### src/rtl/mdio_pkg.sv
// Shared constants for the Clause-22 MDIO master: frame field values, widths
// and the state encoding used by the frame sequencer.
package mdio_pkg;

    localparam logic [1:0] MDIO_ST    = 2'b01;
    localparam logic [1:0] MDIO_OP_WR = 2'b01;
    localparam logic [1:0] MDIO_OP_RD = 2'b10;
    localparam logic [1:0] MDIO_TA_WR = 2'b10;

    localparam int PHY_W    = 5;
    localparam int REG_W    = 5;
    localparam int DATA_W   = 16;
    localparam int HDR_BITS = 14;
    localparam int TA_BITS  = 2;
    localparam int FRAME_W  = HDR_BITS + TA_BITS + DATA_W;

    localparam logic [2:0] ST_IDLE = 3'd0;
    localparam logic [2:0] ST_PRE  = 3'd1;
    localparam logic [2:0] ST_HDR  = 3'd2;
    localparam logic [2:0] ST_TA   = 3'd3;
    localparam logic [2:0] ST_DATA = 3'd4;
    localparam logic [2:0] ST_END  = 3'd5;
    localparam logic [2:0] ST_RSP  = 3'd6;

    // Everything after the preamble, MSB first; TA/DATA are ignored on reads.
    function automatic logic [FRAME_W-1:0] build_frame(
        input logic              rd,
        input logic [PHY_W-1:0]  phy,
        input logic [REG_W-1:0]  rg,
        input logic [DATA_W-1:0] wd
    );
        return {MDIO_ST, (rd ? MDIO_OP_RD : MDIO_OP_WR), phy, rg, MDIO_TA_WR, wd};
    endfunction

endpackage

### src/rtl/mdio_clk_gen.sv
// MDC divider: mdc starts low when enabled, toggles every MDC_DIV clk, and
// flags the cycles in which it is about to rise or fall.
module mdio_clk_gen #(
    parameter int MDC_DIV = 4
) (
    input  logic clk,
    input  logic reset,
    input  logic i_en,
    output logic o_mdc,
    output logic o_rise,
    output logic o_fall
);

    logic [7:0] r_cnt;
    logic       r_mdc;
    logic       w_tc;

    assign w_tc = (r_cnt == 8'(MDC_DIV - 1));

    always_ff @(posedge clk or posedge reset) begin
        if (reset) begin
            r_cnt <= '0;
            r_mdc <= 1'b0;
        end else if (!i_en) begin
            r_cnt <= '0;
            r_mdc <= 1'b0;
        end else if (w_tc) begin
            r_cnt <= '0;
            r_mdc <= ~r_mdc;
        end else begin
            r_cnt <= r_cnt + 8'd1;
        end
    end

    assign o_mdc  = r_mdc;
    assign o_rise = i_en & w_tc & ~r_mdc;
    assign o_fall = i_en & w_tc & r_mdc;

endmodule

### src/rtl/mdio_master.sv
// Clause-22 MDIO master: accepts one command at a time, serialises the frame
// against a divided MDC and returns read data / TA error as a one-clk response.
module mdio_master
    import mdio_pkg::*;
#(
    parameter int MDC_DIV      = 4,
    parameter int PREAMBLE_LEN = 32
) (
    input  logic        clk,
    input  logic        reset,
    input  logic        cmd_valid,
    output logic        cmd_ready,
    input  logic        cmd_read,
    input  logic [4:0]  cmd_phy_addr,
    input  logic [4:0]  cmd_reg_addr,
    input  logic [15:0] cmd_wdata,
    output logic        rsp_valid,
    output logic [15:0] rsp_rdata,
    output logic        rsp_error,
    output logic        busy,
    output logic        mdc,
    output logic        mdio_out,
    output logic        mdio_oen,
    input  logic        mdio_in
);

    logic [2:0]         r_state;
    logic [7:0]         r_bit_cnt;
    logic [FRAME_W-1:0] r_frame;
    logic               r_read;
    logic [DATA_W-1:0]  r_shift;
    logic               r_ta_err;
    logic [DATA_W-1:0]  r_rsp_rdata;
    logic               r_rsp_error;
    logic               r_mdio_out;
    logic               r_mdio_oen;

    logic w_en;
    logic w_rise;
    logic w_fall;
    logic w_last;
    logic w_next_drv;

    assign w_en = (r_state != ST_IDLE) && (r_state != ST_RSP);

    mdio_clk_gen #(.MDC_DIV(MDC_DIV)) u_clk_gen (
        .clk    (clk),
        .reset  (reset),
        .i_en   (w_en),
        .o_mdc  (mdc),
        .o_rise (w_rise),
        .o_fall (w_fall)
    );

    always_comb begin
        w_last = 1'b0;
        case (r_state)
            ST_PRE:  w_last = (r_bit_cnt == 8'(PREAMBLE_LEN - 1));
            ST_HDR:  w_last = (r_bit_cnt == 8'(HDR_BITS - 1));
            ST_TA:   w_last = (r_bit_cnt == 8'(TA_BITS - 1));
            ST_DATA: w_last = (r_bit_cnt == 8'(DATA_W - 1));
            default: w_last = 1'b0;
        endcase
    end

    // Reads hand the line to the PHY from the first TA bit onwards.
    assign w_next_drv = !r_read || ((r_state == ST_HDR) && !w_last);

    always_ff @(posedge clk or posedge reset) begin
        if (reset) begin
            r_state     <= ST_IDLE;
            r_bit_cnt   <= '0;
            r_frame     <= '0;
            r_read      <= 1'b0;
            r_shift     <= '0;
            r_ta_err    <= 1'b0;
            r_rsp_rdata <= '0;
            r_rsp_error <= 1'b0;
            r_mdio_out  <= 1'b1;
            r_mdio_oen  <= 1'b0;
        end else begin
            case (r_state)
                ST_IDLE: begin
                    if (cmd_valid) begin
                        r_frame    <= build_frame(cmd_read, cmd_phy_addr, cmd_reg_addr, cmd_wdata);
                        r_read     <= cmd_read;
                        r_bit_cnt  <= '0;
                        r_ta_err   <= 1'b0;
                        r_mdio_oen <= 1'b1;
                        if (PREAMBLE_LEN > 0) begin
                            r_state    <= ST_PRE;
                            r_mdio_out <= 1'b1;
                        end else begin
                            r_state    <= ST_HDR;
                            r_mdio_out <= MDIO_ST[1];
                        end
                    end
                end
                ST_PRE: begin
                    if (w_fall) begin
                        if (w_last) begin
                            r_state    <= ST_HDR;
                            r_bit_cnt  <= '0;
                            r_mdio_out <= r_frame[FRAME_W-1];
                        end else begin
                            r_bit_cnt <= r_bit_cnt + 8'd1;
                        end
                    end
                end
                ST_HDR, ST_TA, ST_DATA: begin
                    if (w_rise && r_read) begin
                        if ((r_state == ST_TA) && w_last) r_ta_err <= mdio_in;
                        if (r_state == ST_DATA) r_shift <= {r_shift[DATA_W-2:0], mdio_in};
                    end
                    if (w_fall) begin
                        r_frame   <= r_frame << 1;
                        r_bit_cnt <= w_last ? 8'd0 : r_bit_cnt + 8'd1;
                        if ((r_state == ST_DATA) && w_last) begin
                            r_state    <= ST_END;
                            r_mdio_out <= 1'b1;
                            r_mdio_oen <= 1'b0;
                        end else begin
                            if (w_last) r_state <= (r_state == ST_HDR) ? ST_TA : ST_DATA;
                            r_mdio_out <= w_next_drv ? r_frame[FRAME_W-2] : 1'b1;
                            r_mdio_oen <= w_next_drv;
                        end
                    end
                end
                ST_END: begin
                    if (w_fall) begin
                        r_state <= ST_RSP;
                        if (r_read) begin
                            r_rsp_rdata <= r_shift;
                            r_rsp_error <= r_ta_err;
                        end else begin
                            r_rsp_error <= 1'b0;
                        end
                    end
                end
                default: r_state <= ST_IDLE;
            endcase
        end
    end

    assign cmd_ready = (r_state == ST_IDLE);
    assign busy      = (r_state != ST_IDLE);
    assign rsp_valid = (r_state == ST_RSP);
    assign rsp_rdata = r_rsp_rdata;
    assign rsp_error = r_rsp_error;
    assign mdio_out  = r_mdio_out;
    assign mdio_oen  = r_mdio_oen;

endmodule
### config.mk
export PLATFORM = sky130hd
export DESIGN_NAME = mdio_master
export DESIGN_NICKNAME = d
export VERILOG_FILES = /design/src/rtl/mdio_pkg.sv /design/src/rtl/mdio_clk_gen.sv /design/src/rtl/mdio_master.sv
export SDC_FILE = /design/constraint.sdc
export NUM_CORES = 1
export LEC_CHECK = 0
export CORE_MARGIN = 4
export CORE_UTILIZATION = 50
export DETAILED_ROUTE_END_ITERATION = 7
export PLACE_DENSITY = 0.75
export SLEW_MARGIN = 20
export SYNTH_ARGS = -nofsm -noshare
export SYNTH_HDL_FRONTEND = slang
export SYNTH_SLANG_ARGS = --single-unit
export TNS_END_PERCENT = 30
### constraint.sdc
create_clock -name clk -period 3.4 [get_ports clk]
set_input_delay 0.34 -clock clk [delete_from_list [all_inputs] [get_ports clk]]
set_output_delay 0.34 -clock clk [all_outputs]
set_load 0.1 [all_outputs]
# Word level (Yosys, flattened, before mapping)
# Index checks and enable logic that the tools add are counted.
dict set report totals {
  register_bits 89
  in_bits 31
  out_inout_bits 23
  wordCells 101
}
dict set report classes {
  add_sub_neg 2
  eq_ne 22
  muxes 37
  bitwise 4
  n_reduce_logical 24
}
# op n
set op_table {}
lappend op_table {{32-bit 2-to-1 mux} 2}
lappend op_table {{32-bit case mux with 2 select lines} 1}
lappend op_table {{8-bit 2-to-1 mux} 5}
lappend op_table {{3-bit 2-to-1 mux} 8}
lappend op_table {{8-bit by 1-bit adder with 8-bit output, second input constant} 2}
lappend op_table {{8-bit by 4-bit == test with 1-bit output, second input constant} 2}
lappend op_table {{8-bit case mux with 2 select lines} 1}
lappend op_table {{1-bit 2-to-1 mux} 14}
lappend op_table {{3-bit case mux with 4 select lines} 1}
lappend op_table {{3-bit AND reduction} 4}
lappend op_table {{2-bit != test, second input constant} 5}
lappend op_table {{3-bit == test, second input constant} 3}
lappend op_table {{8-bit by 1-bit == test with 1-bit output, second input constant} 1}
lappend op_table {{8-bit by 2-bit == test with 1-bit output, second input constant} 1}
lappend op_table {{8-bit by 5-bit == test with 1-bit output, second input constant} 1}
lappend op_table {{2-bit by 1-bit != test with 1-bit output, second input constant} 4}
lappend op_table {{3-bit by 2-bit == test with 1-bit output, second input constant} 2}
lappend op_table {{3-bit != test, second input constant} 2}
lappend op_table {{6-bit AND reduction} 1}
lappend op_table {{3-bit nonzero test} 2}
lappend op_table {{1-bit logical AND} 5}
lappend op_table {{5-bit AND reduction} 1}
lappend op_table {{1-bit case mux with 2 select lines} 2}
lappend op_table {{1-bit case mux with 4 select lines} 1}
lappend op_table {{13 further kinds} 18}

# Longest topological paths before layout
# Gate-level depths: netlist (run 1).
dict set report logic_depth {
  depth_word 9
  depth_mapped 9
  depth_no_buf 7
}

# Cells and area by module
# A second synthesis (run 1) with hierarchy kept.
dict set report unflattened {
  cells_unflattened 384
  hier_area_um2 4164.0
}
# module instances cells_each area_each_um2 seq_area_each_um2
set by_module_without_submodules {}
lappend by_module_without_submodules {mdio_master 1 338 3722.3 2003.2}
lappend by_module_without_submodules {mdio_clk_gen 1 46 441.7 225.2}

# Worst setup path after synthesis (run 1)
# Ideal clock, no wire load.
dict set report synth_path {
  path_kind {reg2out}
  start {reg r_state[2]}
  end {out busy}
  t_arrival_ps 4032
  required_time_ps 3060
  setup_slack_ps -972
  stages_incl_launch_ff 5
  path_buffers 2
  cell_sequence {dfrtp_1 buf_2 buf_1 nor3_1 inv_1}
}
dict set report synth_between {
  elab_chain_cells 1
}
# element line_no
set synth_lines {}
lappend synth_lines {{from (decl)} mdio_master.sv:27} ;# logic [2:0] r_state;
lappend synth_lines {{from (signal assigned)} mdio_master.sv:123} ;# if (w_last) r_state <= (r_state == ST_HDR) ? ST_TA : ST_DATA;
lappend synth_lines {{3-bit nonzero test} mdio_master.sv:146} ;# assign busy = (r_state != ST_IDLE);
lappend synth_lines {{to (decl)} mdio_master.sv:20} ;# output logic busy,
# Every way passes these cells.

# Worst setup path in the final report (run 1)
dict set report layout_path {
  start {reg r_state[0]}
  end {reg r_frame[17]}
}
dict set report layout_between {
  elab_chain_cells 6
  elab_cells_between_ends 15
  classes_between {eq/ne (6); mux (1); bitwise (2); reduce/logical (6)}
}
# element line_no
set layout_lines {}
lappend layout_lines {{3-bit != test or 3-bit nonzero test (tied branches)} mdio_master.sv:44} ;# assign w_en = (r_state != ST_IDLE) && (r_state != ST_RSP);
lappend layout_lines {{1-bit logical AND} mdio_master.sv:44}
lappend layout_lines {{1-bit bitwise AND (2 in a row)} mdio_clk_gen.sv:37} ;# assign o_fall = i_en & w_tc & r_mdc;
lappend layout_lines {{2-bit by 1-bit != test with 1-bit output (no line)} --}
lappend layout_lines {{3-bit AND reduction (no line)} --}
lappend layout_lines {{to (signal assigned)} mdio_master.sv:85} ;# r_frame <= build_frame(cmd_read, cmd_phy_addr, cmd_reg_addr, cmd_wdata);
lappend layout_lines {{to (signal assigned)} mdio_master.sv:116} ;# r_frame <= r_frame << 1;
lappend layout_lines {{to (decl)} mdio_master.sv:29} ;# logic [FRAME_W-1:0] r_frame;
# Several ways; a longest one is shown, not always the timed one.
# A chain may end at the register's enable or synchronous reset.

==> summary.md, run 1 <==
| Metric | Value |
|---|---|
| Worst Setup SP | r_state[0]$_DFFE_PP0P_ |
| Worst path required time | 3.66 ns |
| Vias | a little under 3000 |
| Synth Area in Adders | less than 1% |
| Worst Reg2Reg Path Length in Cells | 6 |
| Number of synthesized register bits | 89 |
| CTS tree | built |
| Routed WL per cell | about 14 µm |
| Post-CTS resize count | 0 |
| CP cell instances | nor2_1 > nand2_1 > o21ai_4 > buf_4 > nor2_1 > a31oi_1 |
| Vias per cell | roughly 5.4 |
| CTS HTree Levels | 3 |
| Synth warn | 0 |
| # rows | 32 |
| Period minus WS final | roughly 2.6 ns |
| Post-Syn Nets | about 430 |
| I/O Buffers | 53 |
| RSZ-0062 raised after global routing | no |
| MaxCap Viol Count | 0 |
| Run status | finished clean |
| Initial core utilization | 52.5% |
| Initial antenna violation count | 0 |
| DRC errors left | 0 |
| Worst vdd ir | 0.213 mV |
| Setup violators final | 0 |
| Clock buffers created by TritonCTS | 9 |
| Crit path kind | flip-flop to flip-flop |
| Core Region | between 7000 and 8000 µm² |
| Largest family of logic cells by synthesized area | simple AND/OR/NAND/NOR gates |
| Worst-skew pair later-pin latency | 0.36 ns |
| Setup TNS | 0 ns |
| RR Startpoint | r_state[0]$_DFFE_PP0P_ |
| Post-synthesis xor/xnor area fraction | 3.17% |
| Max-slew violation count | 0 |
| Antenna Nets Post-Route | 0 |
| Pin count of the biggest net entering global routing | 46 |
| Top cells by area, synth | dfrtp_1 (53%), mux2_2 (6.5%), nand2_1 (6.3%), nor2_1 (4.9%), a31oi_1 (4.4%) |
| # IOs | 54 |
| CTS Hold Bufs | 0 |
| Die Height | ~99 µm |
| Vias in the first global route | 2836 |
| Post-synthesis sequential area ratio | 53.8% |
| Placer Congestion | 0.828 |
| Synthesized area per cell | 10.3 µm² |
| R2R Setup Slk | 0.78 ns |
| Filler Cell Count | 650 |
| Class of the worst hold path | input pin to async pin |
| Crit start category | flip-flop |
| CP delay by family, top | compound AO/OA/AOI/OAI gates |
| Critical Path Sink Type | flip-flop |
| Fin util | 62.0% |
| Setup Buffers After CTS | 0 |
| Final Skew | 0.0150 ns |
| Hpwl dp | 5.42 mm |
| Area grow syn2layout | 18.2% |
| Synth top area share | 53.2% |
| Cell taking the most area after synthesis | dfrtp_1 |
| Inserted Diodes | 0 |
| Leakage power | 0.00217 µW |
| Most used DFF post-synth | dfrtp_1 |
| Worst r2r dst | r_frame[17]$_DFFE_PP0P_ |
| Drt total wl | 7.84 mm |
| Synth Cell Area | 4140 µm² |
| Most frequent CP cell | nor2_1 |
| Critical path's slowest cell | o21ai_4 |
| Pwr Density | 480 nW/µm² |
| Die ar. | 9800 µm² |
| Final Hold Viols | 0 |
| Max Buffers Root-to-Sink | 2 |
| Rel. slew slack | 31.9% |
| Post-Synth Simple-Gate Area | between 10% and 20% |
| Overflow after GRT | 0 |
| First-pass GRT wire length | 13.4 mm |
| CP bufs+invs | 1 |
| Post-synth ARST share | 100% |
| Layout Nets | about 480 |
| Max Freq | 381 MHz |
| Root buffer cell | clkbuf_8 |
| WP data arrival | 2.89 ns |
| Worst-Margin Slew | around 1.0 ns |
| Syn Inst Count | 400 |
| Layout cells sized above 1 | 15.8% |
| Clock sink count | 89 |
| Clock slew at reported path FFs | 0.10 ns |
| DRT iter0 DRCs | 247 |
| Drt pass-1 iters | 4 |
| Post-synthesis compound-gate area fraction | 9.37% |
| Post-synthesis mux area share | between 10 and 15% |
| Period utilization | between 70% and 80% |
| Gr usage total | 16.8% |
| Post-synth EDFFs | 0 |
| Worst path max stage delay | slightly below 0.8 ns |
| Die X | 99.0 µm |
| Maximum fanout along the worst path | 44 |
| Unique cell type count in the Yosys netlist | 52 |
-- state kept, by name (all words and copies together), names as in the netlist --
signal and count:
r_read 1, r_frame 32, u_clk_gen.o_mdc 1, r_state 3, mdio_oen 1, rsp_rdata 16
rsp_error 1, mdio_out 1, r_ta_err 1, r_bit_cnt 8, u_clk_gen.r_cnt 8, r_shift 16
-- per-stage QoR --
step / cell area [µm²] / setup slack, ns / hold WS, ns / cells / total power (µW)
after floorplan: 4140 / 0.168 / 0.447 / 400 / 1590
after global placement: 4720 / 0.898 / 0.476 / 534 / 1700
after detailed placement: 4720 / 0.756 / 0.477 / 534 / 1710
after CTS: 4890 / 0.753 / 0.433 / 550 / 2380
after global routing: 4890 / 0.374 / 0.472 / 550 / 2480
final: 4890 / 0.776 / 0.412 / 550 / 2350
-- kinds of logic (layout without fill, tap and decap cells) --
logic type | count (synthesis) | after routing
xor gates and xnor gates | 15 | 15
DFF | 89 | 89
and+or+nand+nor | 166 | 166
buffers and inverters | 31 | 79
adders and majority gates | 2 | 2
muxes | 35 | 35
AOI/OAI and AO/OA | 62 | 62
-- cell usage in the layout, fill, tap and decap left out, types with 7 or more instances in the layout --
cell	Yosys	routed
dfrtp_1	88	88
nand2_1	69	69
nor2_1	54	53
clkdlybuf4s50_1	0	50
a31oi_1	29	29
mux2_2	24	24
o21ai_0	12	12
xor2_1	11	11
mux2_4	10	10
nand3_1	10	10
clkbuf_8	0	9
nand4_1	7	7
-- metal layers --
layer / up-vias / global-route usage [%] / share of wire [%]
met4: 0 / 6.62 / 2.0
met1: 1432 / 23.8 / 47
met3: 14 / 3.33 / 5.1
li1: 1463 / - / -
met5: - / 0 / 0
met2: 76 / 25.4 / 45
-- worst register-to-register path: cells and delay by family (launching register included) --
family,cells,cell delay [ns]
flip-flops,1,0.54
buffers and inverters,1,0.39
AO/OA/AOI/OAI,2,0.95
AND/OR/NAND/NOR,3,0.66
-- how the worst max path moves through the flow --
stage | end | slack (ns) | depth (start not counted)
global route | r_frame[17]$_DFFE_PP0P_ | 0.37 | 6
global placement | r_frame[16]$_DFFE_PP0P_ | 0.90 | 6
detailed placement | r_frame[17]$_DFFE_PP0P_ | 0.76 | 6
CTS | r_frame[17]$_DFFE_PP0P_ | 0.75 | 6
floorplan | rsp_valid | 0.17 | 2
finish | r_frame[17]$_DFFE_PP0P_ | 0.78 | 6
-- where the power goes --
part	switching, µW	leakage, µW	internal, µW
combinational	226	0.000985	179
clock	389	0.0000799	274
sequential	117	0.00111	1170
-- cell type report --
class	instances	area, µm²	share of cell area (%)
Clock buffer	10	128	2.61
Clock inverter	6	48.8	0.997
Inverter	7	27.5	0.563
Multi-Input combinational cell	280	1780	36.3
Sequential cell	89	2230	45.5
Tap cell	102	128	2.61
Timing Repair Buffer	56	558	11.4
-- synth_stat cells, drive strengths merged, types with 6 or more instances --
cell    number
mux2        34
o21ai       14
clkbuf      10
a31oi       29
nand4        7
dfrtp       88
nand2       69
nand3       12
buf         14
a21oi        6
xor2        11
nor2        54
inv          7
Power figures use the tool's default switching activity.
==> run 2: changes to the inputs <==
clock period = 2.6 ns   (was 3.4 ns; I/O delays follow)
==> run 2 against run 1 <==
  * Clock-buffer cell count stayed put
  * Combinational power grew 31%
  * Clock power increased by 64%
  * Sequential power is 32% higher
  * Total power increased by 40%
  * Via count rose by 1.6%
  * Critical path type unchanged
  * Die area unchanged
  * Largest power group unchanged
  * Largest cell class unchanged
==> summary.md, run 2 (same netlist as run 1, synthesis figures left out) <==
| Metric | Value |
|---|---|
| CTS HTree Levels | 3 |
| Worst-Margin Slew | roughly 0.75 ns |
| Drt total wl | just under 8 mm |
| Crit start category | flip-flop |
| Worst path required time | between 2 and 3 ns |
| Rel. slew slack | 49.8% |
| Worst vdd ir | 0.305 mV |
| Period utilization | 86.1% |
| Area grow syn2layout | 20.5% |
| Period minus WS final | about 2.2 ns |
| Critical Path Sink Type | flip-flop |
| DRC errors left | 0 |
| Pwr Density | 662 nW/µm² |
| Vias | 3032 |
| Hpwl dp | 5.60 mm |
| Layout cells sized above 1 | between 20% and 30% |
| Fin util | 63.2% |
| Leakage power | 0.00230 µW |
| Worst r2r dst | r_frame[3]$_DFFE_PP0P_ |
| Largest register FFs | 32 |
| Pin count of the biggest net entering global routing | 46 |
| DRT iter0 DRCs | 215 |
| Max-slew violation count | 0 |
| RR Startpoint | u_clk_gen.r_cnt[4]$_DFF_PP0_ |
| Post-CTS resize count | 0 |
| Sw frac | ~29% |
| Layout Nets | roughly 490 |
| Worst Reg2Reg Path Length in Cells | 7 |
| CP endpoint | r_frame[3]$_DFFE_PP0P_ |
| Overflow after GRT | 0 |
| Filler Cell Count | roughly 640 |
| Vias per cell | 5.42 |
| P_sw | slightly below 1000 µW |
| Final Skew | between 0.009 and 0.01 ns |
| CTS Hold Bufs | 0 |
| CTS tree | built |
| Placer Congestion | between 0.8 and 0.9 |
| Inserted Diodes | 0 |
| Root buffer cell | clkbuf_8 |
| Clock sink count | just under 90 |
| Placed cell count | 543 |
| Clock slew at reported path FFs | about 0.090 ns |
| Total Power Consumption | between 3000 and 4000 µW |
| Gr usage total | between 15 and 20% |
| Antenna Nets Post-Route | 0 |
| Maximum fanout along the worst path | 36 |
| Max Freq | 447 MHz |
| Crit path kind | flip-flop to flip-flop |
| Layout Cell Area excl Fill | 4990 µm² |
| Die Height | 99.0 µm |
| # IOs | 54 |
| Final non-filler cell total | 559 |
| Die X | between 90 and 100 µm |
| Initial core utilization | 52.5% |
| Routed WL per cell | 14.2 µm |
| I/O Buffers | 53 |
| Comb pwr share | 16.1% |
| Run status | finished clean |
| Setup Buffers After CTS | 0 |
| Most frequent cells in the layout | dfrtp_1 (88), nand2_1 (69), nor2_1 (53) |
| Final Hold Viols | 0 |
| Power share of the clock group | 32.9% |
| Most common cell after layout, fill and taps aside | dfrtp_1 |
| Initial antenna violation count | 0 |
| Setup violators final | 0 |
| Drt pass-1 iters | 5 |
| Max Buffers Root-to-Sink | 2 |
| Reg power frac | about half |
| Most flops, register | r_frame |
| Class of the worst hold path | input pin to async pin |
| WP data arrival | around 2.5 ns |
| RSZ-0062 raised after global routing | no |
| Worst-skew pair later-pin latency | 0.35 ns |
| Internal power | between 2000 and 2500 µW |
| Die ar. | 9800 µm² |
| Placed instance area | 4750 µm² |
| Clock buffers created by TritonCTS | 9 |
| MaxCap Viol Count | 0 |
| Worst Setup SP | u_clk_gen.r_cnt[4]$_DFF_PP0_ |
| # rows | 32 |
| Area of the multi-input gates | 1780 µm² |
| First-pass GRT wire length | 13.5 mm |
| R2R Setup Slk | around 0.36 ns |
| Vias in the first global route | between 2000 and 3000 |
| Core Region | 7890 µm² |
| Seq. cell area | 2230 µm² |
## run 2: through the flow
| stage | TNS [ns] | hold slack (ns) | setup WS [ns] |
|---|---|---|---|
| CTS | 0 | 0.173 | 0.347 |
| detailed placement | 0 | 0.474 | 0.363 |
| finish | 0 | 0.170 | 0.362 |
| global route | 0 | 0.199 | 0.155 |
| floorplan | -0.459 | 0.391 | -0.459 |
| global placement | 0 | 0.460 | 0.467 |
## run 2: cell type report
cell class                 count  area share, %
clock buffer                  10           2.76
clock inverter                 6           1.93
inverter                       7          0.552
multi-input combinational    280           35.7
sequential                    89           44.7
tap                          102           2.56
timing repair buffer          65           11.8
## run 2: power groups by stage
stage	sequential (µW)	combinational [µW]	clock (µW)
floorplan	1740	330	0
global placement	1700	522	0
detailed placement	1710	541	0
CTS	1680	537	1120
global route	1710	593	1170
finish	1690	530	1090
## run 2: critical path, stage by stage, from the launching register on
cell	delay, ns
dfrtp_1	0.45
nor4_4	0.45
and2_2	0.30
o21ai_0	0.16
o21ai_4	0.33
buf_12	0.27
nor2_1	0.06
a31oi_1	0.14
## run 2: metal layers
| metal | share of wire, % | track usage (%) | vias to the layer above | routed length (µm) |
|---|---|---|---|---|
| met3 | 4.8 | 2.55 | 12 | 381 |
| met4 | 1.5 | 6.83 | 0 | 117 |
| met5 | 0 | 0 | - | 0 |
| met1 | 46 | 23.3 | 1468 | 3680 |
| li1 | - | - | 1476 | - |
| met2 | 47 | 26.1 | 76 | 3780 |
## run 2: how the worst min path moves through the flow
stage | from | endpoint | slack, ns | cells after the start
2_1_floorplan | mdio_in | r_ta_err$_DFFE_PP0P_ | 0.39 | 2
3_3_place_gp | u_clk_gen.r_cnt[0]$_DFF_PP0_ | u_clk_gen.r_cnt[0]$_DFF_PP0_ | 0.46 | 1
3_5_place_dp | u_clk_gen.r_cnt[0]$_DFF_PP0_ | u_clk_gen.r_cnt[0]$_DFF_PP0_ | 0.47 | 1
4_1_cts | reset | r_frame[23]$_DFFE_PP0P_ | 0.17 | 2
5_1_grt | reset | r_frame[23]$_DFFE_PP0P_ | 0.20 | 2
6_report | reset | r_frame[23]$_DFFE_PP0P_ | 0.17 | 2
==> run 3: changes to the inputs <==
==> constraint.sdc (replaced) <==
create_clock -name clk -period 2.6 [get_ports clk]
set_input_delay 0.52 -clock clk [delete_from_list [all_inputs] [get_ports clk]]
set_output_delay 0.52 -clock clk [all_outputs]
set_load 0.1 [all_outputs]
==> run 3 against run 2 <==
  * Critical path depth fell by 1
  * Worst setup slack worse by 0.089 ns
  * Combinational power barely moved
  * Total power decreased by 5.2%
  * Sequential power hardly changed
  * Non-clock buffer count is 2 lower
  * Via count increased by 0.92%
  * Flip-flop and latch count stayed put
  * Clock-buffer cell count is 1 lower
  * Critical endpoint is now mdio_oen$_DFFE_PP0P_
  * Largest cell class unchanged
==> summary.md, run 3 (same netlist as run 1, synthesis figures left out) <==
| Metric | Value |
|---|---|
| Gr usage total | about 17% |
| Critical Path Sink Type | flip-flop |
| Run status | finished clean |
| Pin count of the biggest net entering global routing | 90 |
| Post-CTS resize count | 0 |
| Pwr Density | 632 nW/µm² |
| Antenna Nets Post-Route | 0 |
| Total Power Consumption | roughly 3100 µW |
| I/O Buffers | 53 |
| Fin util | approximately 63% |
| CTS HTree Levels | 3 |
| Crit path kind | flip-flop to flip-flop |
| Vias | a little over 3000 |
| Worst path required time | 2.85 ns |
| Leakage power | 0.00227 µW |
| Layout Nets | 483 |
| WP data arrival | roughly 2.6 ns |
| Most common cell after layout, fill and taps aside | dfrtp_1 |
| Most flops, register | r_frame |
| Largest register FFs | 32 |
| Period minus WS final | about 2.3 ns |
| Setup violators final | 0 |
| Hold path cells | 1 |
| Core Region | 7890 µm² |
| Setup Buffers After CTS | 0 |
| CTS tree | built |
| Crit start category | flip-flop |
| Root buffer cell | clkbuf_8 |
| Initial antenna violation count | 0 |
| Period utilization | 89.5% |
| Max-slew violation count | 0 |
| DRT iter0 DRCs | 156 |
| Rel. slew slack | between 50% and 60% |
| Clock sink count | a little under 90 |
| Layout cells sized above 1 | 22.0% |
| Worst-skew pair later-pin latency | 0.36 ns |
| Inserted Diodes | 0 |
| # IOs | 54 |
| Max Buffers Root-to-Sink | 2 |
| RSZ-0062 raised after global routing | no |
| Die X | about 99 µm |
| Routed WL per cell | 14.5 µm |
| Hpwl dp | roughly 5.6 mm |
| Worst Reg2Reg Path Length in Cells | 6 |
| Most frequent cells in the layout | dfrtp_1 (88), nand2_1 (69), nor2_1 (53) |
| Die ar. | 9800 µm² |
| Maximum fanout along the worst path | 8 |
| Final Skew | 0.0145 ns |
| Placer Congestion | about 0.83 |
| Drt total wl | 8.06 mm |
| # rows | 32 |
| Setup TNS | 0 ns |
| CTS Hold Bufs | 0 |
| Worst-Margin Slew | 0.710 ns |
| Max Freq | 430 MHz |
| Clock slew at reported path FFs | 0.09 ns |
| Class of the worst hold path | flip-flop to flip-flop |
| Worst vdd ir | about 0.36 mV |
| First-pass GRT wire length | between 10 and 15 mm |
| Overflow after GRT | 0 |
| Area grow syn2layout | 19.7% |
| Final Hold Viols | 0 |
| DRC errors left | 0 |
| Vias in the first global route | just over 3000 |
| Drt pass-1 iters | 5 |
| Initial core utilization | 52.5% |
| MaxCap Viol Count | 0 |
| Clock buffers created by TritonCTS | 9 |
| Vias per cell | about 5.5 |
| Die Height | 99.0 µm |
## run 3: cell types whose count changed in the layout (fill, tap and decap cells not counted)
| cell | delta |
|---|---|
| bufinv_16 | -2 |
| clkinvlp_4 | +1 |
| clkinv_2 | -1 |
| inv_8 | +2 |
| buf_4 | -4 |
| clkbuf_8 | -1 |
| buf_12 | +2 |
| clkinv_4 | +1 |
## run 3: metrics by stage
stage / instance area [µm²] / setup WS [ns] / std cells / hold slack (ns)
final: 4960 / 0.273 / 557 / 0.503
after global routing: 4960 / 0.0654 / 557 / 0.530
after CTS: 4960 / 0.294 / 557 / 0.505
after detailed placement: 4760 / 0.212 / 541 / 0.491
after global placement: 4760 / 0.276 / 541 / 0.465
after floorplan: 4150 / -0.719 / 400 / 0.447
## run 3: per-layer routing
layer	wire length [µm]	up-vias	track usage (%)
li1	-	1481	-
met1	3730	1489	23.2
met2	3790	77	27.8
met3	409	13	4.39
met4	123	0	5.78
met5	0	-	0
## run 3: worst max-delay path, cell delays in order (launching register included)
cell,delay (ns)
dfrtp_1,0.52
nor3b_2,0.42
nor2_2,0.10
xnor2_1,0.44
and2_1,0.31
a21oi_1,0.14
mux2_2,0.29
## run 3: final cells by class
class | instances | area (µm²)
clock buffers | 9 | 124
clock inverters | 7 | 67.6
fillers | 614 | 2930
inverters | 7 | 30.0
multi-input cells | 280 | 1780
flip-flops and latches | 89 | 2230
well taps | 102 | 128
repair buffers | 63 | 598
## run 3: power breakdown
part           internal (µW)  switching, µW
Clock                    376            551
Sequential              1530            151
Combinational            233            295
## run 3: path summary, 6_finish.rpt
path / slack, ns / start / to
max in group asynchronous: 1.56 / reset / mdio_out$_DFFE_PP1P_
min reg2reg: 0.50 / u_clk_gen.r_cnt[0]$_DFF_PP0_ / u_clk_gen.r_cnt[0]$_DFF_PP0_
min in group asynchronous: 0.58 / reset / r_bit_cnt[5]$_DFFE_PP0P_
max: 0.27 / r_state[2]$_DFFE_PP0P_ / mdio_oen$_DFFE_PP0P_
max reg2reg: 0.27 / r_state[2]$_DFFE_PP0P_ / mdio_oen$_DFFE_PP0P_
min: 0.50 / u_clk_gen.r_cnt[0]$_DFF_PP0_ / u_clk_gen.r_cnt[0]$_DFF_PP0_
